`config.mk`:
```
export PLATFORM = sky130hd
export DESIGN_NAME = strip_mem_arbiter
export DESIGN_NICKNAME = d
export VERILOG_FILES = /design/src/rtl/strip_mem_arbiter.sv
export SDC_FILE = /design/constraint.sdc
export NUM_CORES = 1
export LEC_CHECK = 0
export CAP_MARGIN = 20
export CORE_MARGIN = 2
export CORE_UTILIZATION = 42
export CTS_BUF_LIST = sky130_fd_sc_hd__clkbuf_8 sky130_fd_sc_hd__clkbuf_16
export CTS_CLUSTER_SIZE = 10
export DETAILED_ROUTE_END_ITERATION = 6
export PLACE_DENSITY = 0.94
export SYNTH_ARGS = -nofsm -noshare
export SYNTH_HDL_FRONTEND = slang
export SYNTH_SLANG_ARGS = --single-unit
```
`constraint.sdc`:
```
create_clock -name clk -period 3.1 [get_ports clk]
set_input_delay 0.465 -clock clk [delete_from_list [all_inputs] [get_ports clk]]
set_output_delay 0.465 -clock clk [all_outputs]
set_load 0.03 [all_outputs]
```
`src/rtl/strip_mem_arbiter.sv`:
```
// Round-robin arbiter sharing one synchronous-read frame-buffer RAM port
// between NUM_PORTS strip drivers; one RAM read per grant, rdy pulse back.
module strip_mem_arbiter #(
  parameter int NUM_PORTS     = 4,
  parameter int ADDRESS_WIDTH = 13,
  parameter int DATA_WIDTH    = 8,
  parameter int MEM_LATENCY   = 1,
  localparam int GW = (NUM_PORTS > 1) ? $clog2(NUM_PORTS) : 1
) (
  input  logic                               clk,
  input  logic                               rst,
  input  logic [NUM_PORTS-1:0]               req,
  input  logic [NUM_PORTS*ADDRESS_WIDTH-1:0] addr,
  output logic [NUM_PORTS-1:0]               rdy,
  output logic [DATA_WIDTH-1:0]              data,
  output logic                               ram_en,
  output logic [ADDRESS_WIDTH-1:0]           ram_addr,
  input  logic [DATA_WIDTH-1:0]              ram_data,
  output logic                               busy,
  output logic [GW-1:0]                      grant_idx
);
  localparam int CW = (MEM_LATENCY > 1) ? $clog2(MEM_LATENCY) : 1;

  typedef enum logic [1:0] {IDLE, ISSUE, WAIT, RESPOND} state_t;

  state_t                   state_q, state_d;
  logic [GW-1:0]            ptr_q, ptr_d;
  logic [GW-1:0]            gnt_q, gnt_d;
  logic [CW-1:0]            cnt_q, cnt_d;
  logic [NUM_PORTS-1:0]     rdy_q, rdy_d;
  logic [DATA_WIDTH-1:0]    data_q, data_d;
  logic [ADDRESS_WIDTH-1:0] ram_addr_q, ram_addr_d;
  logic                     ram_en_q, ram_en_d;
  logic                     busy_q, busy_d;

  logic [GW-1:0] sel, cand;
  logic          sel_vld;
  int            idx;

  // First requester at or above the pointer, wrapping around.
  always_comb begin
    sel     = '0;
    sel_vld = 1'b0;
    idx     = 0;
    cand    = '0;
    for (int k = 0; k < NUM_PORTS; k++) begin
      idx = int'(ptr_q) + k;
      if (idx >= NUM_PORTS) idx = idx - NUM_PORTS;
      cand = GW'(idx);
      if (!sel_vld && req[cand]) begin
        sel_vld = 1'b1;
        sel     = cand;
      end
    end
  end

  always_comb begin
    state_d    = state_q;
    ptr_d      = ptr_q;
    gnt_d      = gnt_q;
    cnt_d      = cnt_q;
    data_d     = data_q;
    ram_addr_d = ram_addr_q;
    rdy_d      = '0;
    case (state_q)
      IDLE: begin
        if (sel_vld) begin
          gnt_d      = sel;
          ram_addr_d = addr[int'(sel)*ADDRESS_WIDTH +: ADDRESS_WIDTH];
          state_d    = ISSUE;
        end
      end
      ISSUE: begin
        cnt_d   = CW'(MEM_LATENCY - 1);
        state_d = WAIT;
      end
      WAIT: begin
        if (cnt_q == '0) begin
          data_d        = ram_data;
          rdy_d[gnt_q]  = 1'b1;
          state_d       = RESPOND;
        end else begin
          cnt_d = cnt_q - 1'b1;
        end
      end
      RESPOND: begin
        ptr_d   = (gnt_q == GW'(NUM_PORTS - 1)) ? '0 : gnt_q + 1'b1;
        state_d = IDLE;
      end
      default: state_d = IDLE;
    endcase
    // Outputs follow the next state so they are registered with it.
    ram_en_d = (state_d == ISSUE);
    busy_d   = (state_d != IDLE);
  end

  always_ff @(posedge clk) begin
    if (!rst) begin
      state_q    <= IDLE;
      ptr_q      <= '0;
      gnt_q      <= '0;
      cnt_q      <= '0;
      rdy_q      <= '0;
      data_q     <= '0;
      ram_addr_q <= '0;
      ram_en_q   <= 1'b0;
      busy_q     <= 1'b0;
    end else begin
      state_q    <= state_d;
      ptr_q      <= ptr_d;
      gnt_q      <= gnt_d;
      cnt_q      <= cnt_d;
      rdy_q      <= rdy_d;
      data_q     <= data_d;
      ram_addr_q <= ram_addr_d;
      ram_en_q   <= ram_en_d;
      busy_q     <= busy_d;
    end
  end

  assign rdy       = rdy_q;
  assign data      = data_q;
  assign ram_en    = ram_en_q;
  assign ram_addr  = ram_addr_q;
  assign busy      = busy_q;
  assign grant_idx = gnt_q;
endmodule

```
==> results.md, run 1 <==
* Synth area leaders: dfxtp_1 36%, mux2i_1 18%, o221ai_2 6.6%
* Clock tree from TritonCTS: built
* Synth unique cells at 37
* Setup crit start kind: input port
* Commonest register cell after synthesis: dfxtp_1
* Cell Int Power at about 0.0010 W
* Skew final at 0.00549 ns
* Syn Inst Count at approximately 180
* CTS Buf Count at 5
* Depth of the CTS H-tree at 2
* Worst-path clk slew at about 0.06 ns
* Share of the synthesized area in the top cell type at 0.365
* Antenna Cells at 0
* Critical Path AT at around 2.3 ns
* Pleak at roughly 1.1 nW
* Initial antenna violation count at 0
* EDFF count, synth at 0
* Critical Path, Cell by Cell: clkdlybuf4s50_1 -> or4_4 -> and3_4 -> nand2b_1 -> o221ai_2
* Switching power of the nets at approximately 0.00059 W
* Outcome: completed
* Rel. slew slack at 0.583
* Vias per inst at about 5
* GRT Overall Usage at 0.192
* Ratio of cells with drive above 1 in the final layout at 0.108
* Final TNS setup at 0 ns
* Die height at about 70 µm
* Worst VDD drop at 0.000287 V
* # Post-CTS Setup Buffers at 0
* Crit Path Max Fanout at 8
* Req. time, crit path at approximately 3.2 ns
* PortBufs at 94
* Pwr per Cell Area at 572 mW/mm²
* Clock share of power at 0.192
* First-pass GRT wire length at between 7000 and 8000 µm
* Mapped Nets at 248
* Max Clock Freq at 458 MHz
* HP Class: reg -> reg
* Vias in the first global route at between 1500 and 2000
* Nets at about 340
* Comb pwr share at 0.461
* Maxcap violations at 0
* Seq pwr share at 0.347
* Synth cell count leaders: 33 x dfxtp_1, 33 x mux2i_1, 16 x nand2_1
* CP top delay family: simple AND/OR/NAND/NOR gates
* Final worst path period share at 0.704
* # DRC at 0
* Vias at roughly 1600
* Pins Over Slew Limit at 0
* Worst path bufs/invs at 1
* Wirelength per Cell at about 14 µm
* Ys async rst share at 0
* Die Area at approximately 0.0049 mm²
* Post-DP HPWL at 3620 µm
* Core Util, Final at 0.695
* Layout area overhead at 56.8%
* Crit Path Class: in -> reg
* Sequential fraction of the synthesis area at 0.365
* Iteration-0 DRC Markers at between 50 and 60
* Crit path max-delay cell type: or4_4
* Starting density of the core at 0.443
* Crit path time final at 2.18 ns
* Worst path max stage delay at around 0.61 ns
* Mean Syn Cell Area at ~10 µm²
* Routed Antenna Nets at 0
* Final Hold Fails at 0
* Worst-margin pin slew at 0.625 ns
* Clock Sinks at 33
* CP endpoint kind: flip-flop
* IO Count at 95
* Maximum number of pins on one net before global-route repair at 23
* Hold Buf Count CTS at 0
* Clock Latency Late Sink at 0.28 ns
* RePlAce Congestion at between 0.8 and 0.9
* Final global-route overflow total at 0
* Root Buffer: clkbuf_8
* Synthesized flop and latch total at 33
* Post-CTS resize count at 0
* Core Region at ~0.0041 mm²
* RSZ-0062 raised after global routing: no
* Synth area leader: dfxtp_1
* Rows at 23
* Die width at 69.7 µm
* Switching part of the total at 0.361
* DR pass1 iterations at 4
* Yosys warns at 0
* # setup viols final at 0
* Longest Clk Path Bufs at 2
* Mapped cell area at approximately 0.0018 mm²
* Routed Wire Length at approximately 4600 µm
## cell usage in the layout, fill, tap and decap left out, drive strengths merged
cell type,instances
mux2i,33
a211o,5
nand2b,3
or2,1
nor2,5
o2bb2a,1
nand4,5
clkdlybuf4s50,94
ha,7
nor3,1
or4,1
o31ai,5
dfxtp,33
inv,8
buf,1
o211ai,6
clkbuf,6
and2,2
a21boi,1
nor2b,11
o221ai,8
nand2,18
o21ai,1
and3,5
a21oi,3
nand3,3
a21o,1
## worst reg2reg max path, delay by kind of cell (launching register included)
kind	cells	cell delay [ns]
mux	2	0.60
flops	1	0.48
buf+inv	1	0.36
simple gates	2	0.27
compound gates	1	0.13
## state kept, by name, summed over array words and instances (netlist names)
register	flops
ram_addr	13
data	8
rdy	4
grant_idx	2
ptr_q	2
state_q	2
busy	1
ram_en	1
## routing by layer
metal | vias up | GRT usage | routed length (µm) | share of wire
met2 | 46 | 0.355 | 2420 | 0.53
li1 | 820 | - | - | -
met1 | 740 | 0.209 | 1890 | 0.41
met5 | - | 0 | 0 | 0
met4 | 0 | 0.0641 | 34 | 0.0074
met3 | 2 | 0.0523 | 250 | 0.054
## cell type report
class	instances	area [µm²]
clock inverters	1	3.75
flip-flops and latches	33	661
inverters	7	26.3
repair buffers	95	948
multi-input cells	126	1050
fillers	337	1250
clock buffers	6	82.6
well taps	50	62.6
## power by group through the flow
stage               logic (W)  registers (W)  clock network, W
global route         0.000796       0.000574          0.000337
detailed placement   0.000747       0.000571                 0
floorplan            0.000311       0.000723                 0
global placement     0.000731       0.000570                 0
CTS                  0.000753       0.000563          0.000321
finish               0.000747       0.000564          0.000312
## through the flow
stage          power (W)  hold slack (ns)  setup WS, ns  cells  cell area, µm²
3_5_place_dp     0.00132            0.454         0.625    311            2750
4_1_cts          0.00164            0.470         0.930    318            2840
3_3_place_gp     0.00130            0.449         0.695    311            2750
2_1_floorplan    0.00103            0.527          1.41    175            1810
5_1_grt          0.00171            0.492         0.809    318            2840
6_report         0.00162            0.465         0.919    318            2840
## cells by family (layout without fill, tap and decap cells)
group,count (synthesis),in the layout,share of synthesized area
fa+ha+maj,7,7,0.0484
simple gates,55,55,0.175
mux,33,33,0.182
compound gates,31,31,0.177
buf+inv,16,109,0.0525
flops,33,33,0.365
## worst paths after layout
kind / from / endpoint / slack (ns) / depth (start not counted)
setup / recovery: req[0] / ram_addr[2] / 0.92 / 5
hold / removal: ram_addr[8] / ram_addr[8] / 0.47 / 2
setup reg to reg: ptr_q[1] / ram_addr[2] / 1.12 / 6
hold reg to reg: ram_addr[8] / ram_addr[8] / 0.47 / 2
Power figures use the tool's default switching activity.
==> run 2, diff against run 1 <==
CORE_UTILIZATION = 36   (was 42)
PLACE_DENSITY = 0.86   (was 0.94)
clock period = 2 ns   (was 3.1 ns; I/O delays follow)
==> run 2 against run 1 <==
Net effect: clock power increased by 110%; critical path depth unchanged; clock skew decreased by 0.00099 ns; sequential power increased by 56%; sequential cell count unchanged.
==> results.md, run 2 (same netlist as run 1, synthesis figures left out) <==
* Routed Wire Length at between 4000 and 5000 µm
* Depth of the CTS H-tree at 2
* Outcome: completed
* Met2 WL at around 2400 µm
* Post-CTS resize count at 0
* Critical Path AT at 1.96 ns
* First-pass GRT wire length at about 7500 µm
* Longest Clk Path Bufs at 2
* Hold Buf Count CTS at 0
* Core Region at approximately 0.0048 mm²
* Layout area overhead at 65.4%
* Skew final at between 0.004 and 0.005 ns
* Wirelength per Cell at about 14 µm
* Worst-margin pin slew at 0.625 ns
* Dpl ws at -0.109 ns
* Clock Latency Late Sink at ~0.28 ns
* Vias at between 1500 and 2000
* RSZ-0062 raised after global routing: no
* Die height at around 75 µm
* Final hold slack at 0.467 ns
* Rows at 25
* # Post-CTS Setup Buffers at 0
* Tot Pwr at between 0.002 and 0.003 W
* Antenna Cells at 0
* DR pass1 iterations at 4
* Iteration-0 DRC Markers at 27
* Final global-route overflow total at 0
* Initial antenna violation count at 0
* RR Startpoint: ptr_q[1]
* Worst path max stage delay at around 0.61 ns
* Worst VDD drop at between 0.0006 and 0.0007 V
* Ratio of cells with drive above 1 in the final layout at 0.147
* CTS Buf Count at 5
* Max reg flops at 13
* RePlAce Congestion at 0.771
* Pwr per Cell Area at ~910 mW/mm²
* Starting density of the core at 0.378
* Reg2reg end: ram_addr[5]
* HP Class: reg -> reg
* Clock tree from TritonCTS: built
* Pins Over Slew Limit at 0
* FF-to-FF setup slack at approximately 0.22 ns
* Worst path bufs/invs at 1
* Setup WS post-layout at approximately 0.2 ns
* Most common cell after layout, fill and taps aside: clkdlybuf4s50_1
* Met3 wire length at between 400 and 500 µm
* Clock Sinks at 33
* Crit path time final at 1.80 ns
* Critical Path, Cell by Cell: clkdlybuf4s50_1 -> or4_4 -> and3_4 -> nand2_4 -> o221ai_2
* Final Hold Fails at 0
* IO Count at between 90 and 100
* WHS Path Cells at 2
* Max Clock Freq at 555 MHz
* Hold Crit Endpoint: ram_addr[8]
* WL met1 at 1920 µm
* Vias per inst at approximately 4.9
* Nets at approximately 350
* Req. time, crit path at 2.16 ns
* Die width at 74.9 µm
* Maximum number of pins on one net before global-route repair at 23
* # setup viols final at 0
* PortBufs at 94
* Setup crit start kind: input port
* Vias in the first global route at between 1500 and 2000
* Rel. slew slack at 0.583
* GRT Overall Usage at 0.171
* Pleak at roughly 1.2 nW
* Post-DP HPWL at around 3800 µm
* Crit Path Class: in -> reg
* Crit path max-delay cell type: or4_4
* Maxcap violations at 0
* Core Util, Final at 0.626
* R2R depth at 6
* CP top delay family: simple AND/OR/NAND/NOR gates
* Die Area at about 0.0056 mm²
* Crit Path Max Fanout at 13
* Routed Antenna Nets at 0
* Root Buffer: clkbuf_8
* Hold path start: ram_addr[8]
* Most frequent cells in the layout: 94 x clkdlybuf4s50_1, 33 x mux2i_1, 33 x dfxtp_1, 16 x nand2_1, 11 x nor2b_1
* Top Metal Used: met4
* # DRC at 0
* CP endpoint kind: flip-flop
* Final worst path period share at 0.900
* Worst-path clk slew at roughly 0.070 ns
-- run 2: changes by cell type in the layout (fill, tap and decap cells not counted), sizes merged --
| cell | before | now |
|---|---|---|
| clkinvlp | 0 | 1 |
| bufinv | 0 | 1 |
| buf | 1 | 11 |
| inv | 8 | 7 |
-- run 2: layout make-up --
class	instances	area [µm²]
clock buffer	6	82.6
multi-input combinational	126	1050
clock inverter	2	37.5
inverter	7	26.3
tap	67	83.8
sequential	33	661
timing repair buffer	105	1050
fill	405	1790
-- run 2: layer usage --
metal / vias to the layer above / track usage
met2: 65 / 0.327
met3: 2 / 0.0522
met4: 0 / 0.0357
li1: 842 / -
met1: 800 / 0.182
met5: - / 0
-- run 2: per-stage QoR --
step / instances / cell area (µm²) / TNS (ns)
5_1_grt: 346 / 2990 / 0
3_5_place_dp: 338 / 2870 / -1.22
2_1_floorplan: 175 / 1810 / 0
4_1_cts: 346 / 2990 / 0
3_3_place_gp: 338 / 2870 / -0.506
6_report: 346 / 2990 / 0
-- run 2: worst max path at each step --
stage | slack (ns) | cells past startpoint | startpoint | end
floorplan | 0.35 | 6 | ptr_q[1] | ram_addr[0]
global placement | -0.05 | 5 | req[0] | ram_addr[7]
detailed placement | -0.11 | 5 | req[0] | ram_addr[2]
CTS | 0.19 | 5 | req[0] | ram_addr[9]
global route | 0.09 | 6 | ptr_q[1] | ram_addr[5]
finish | 0.20 | 5 | req[0] | ram_addr[9]
-- run 2: power breakdown --
group | internal (W) | total [W] | leakage, nW | switching, W
sequential | 0.000798 | 0.000878 | 0.271 | 0.0000799
combinational | 0.000587 | 0.00121 | 0.838 | 0.000619
clock | 0.000405 | 0.000651 | 0.0574 | 0.000246
-- run 2: worst reg2reg max path, cell delays in order, from the launching register on --
cell and delay (ns):
dfxtp_1 0.46, mux2i_1 0.28, nor2_2 0.08, nor3_4 0.20
buf_12 0.22, mux2i_1 0.29, o221ai_2 0.13
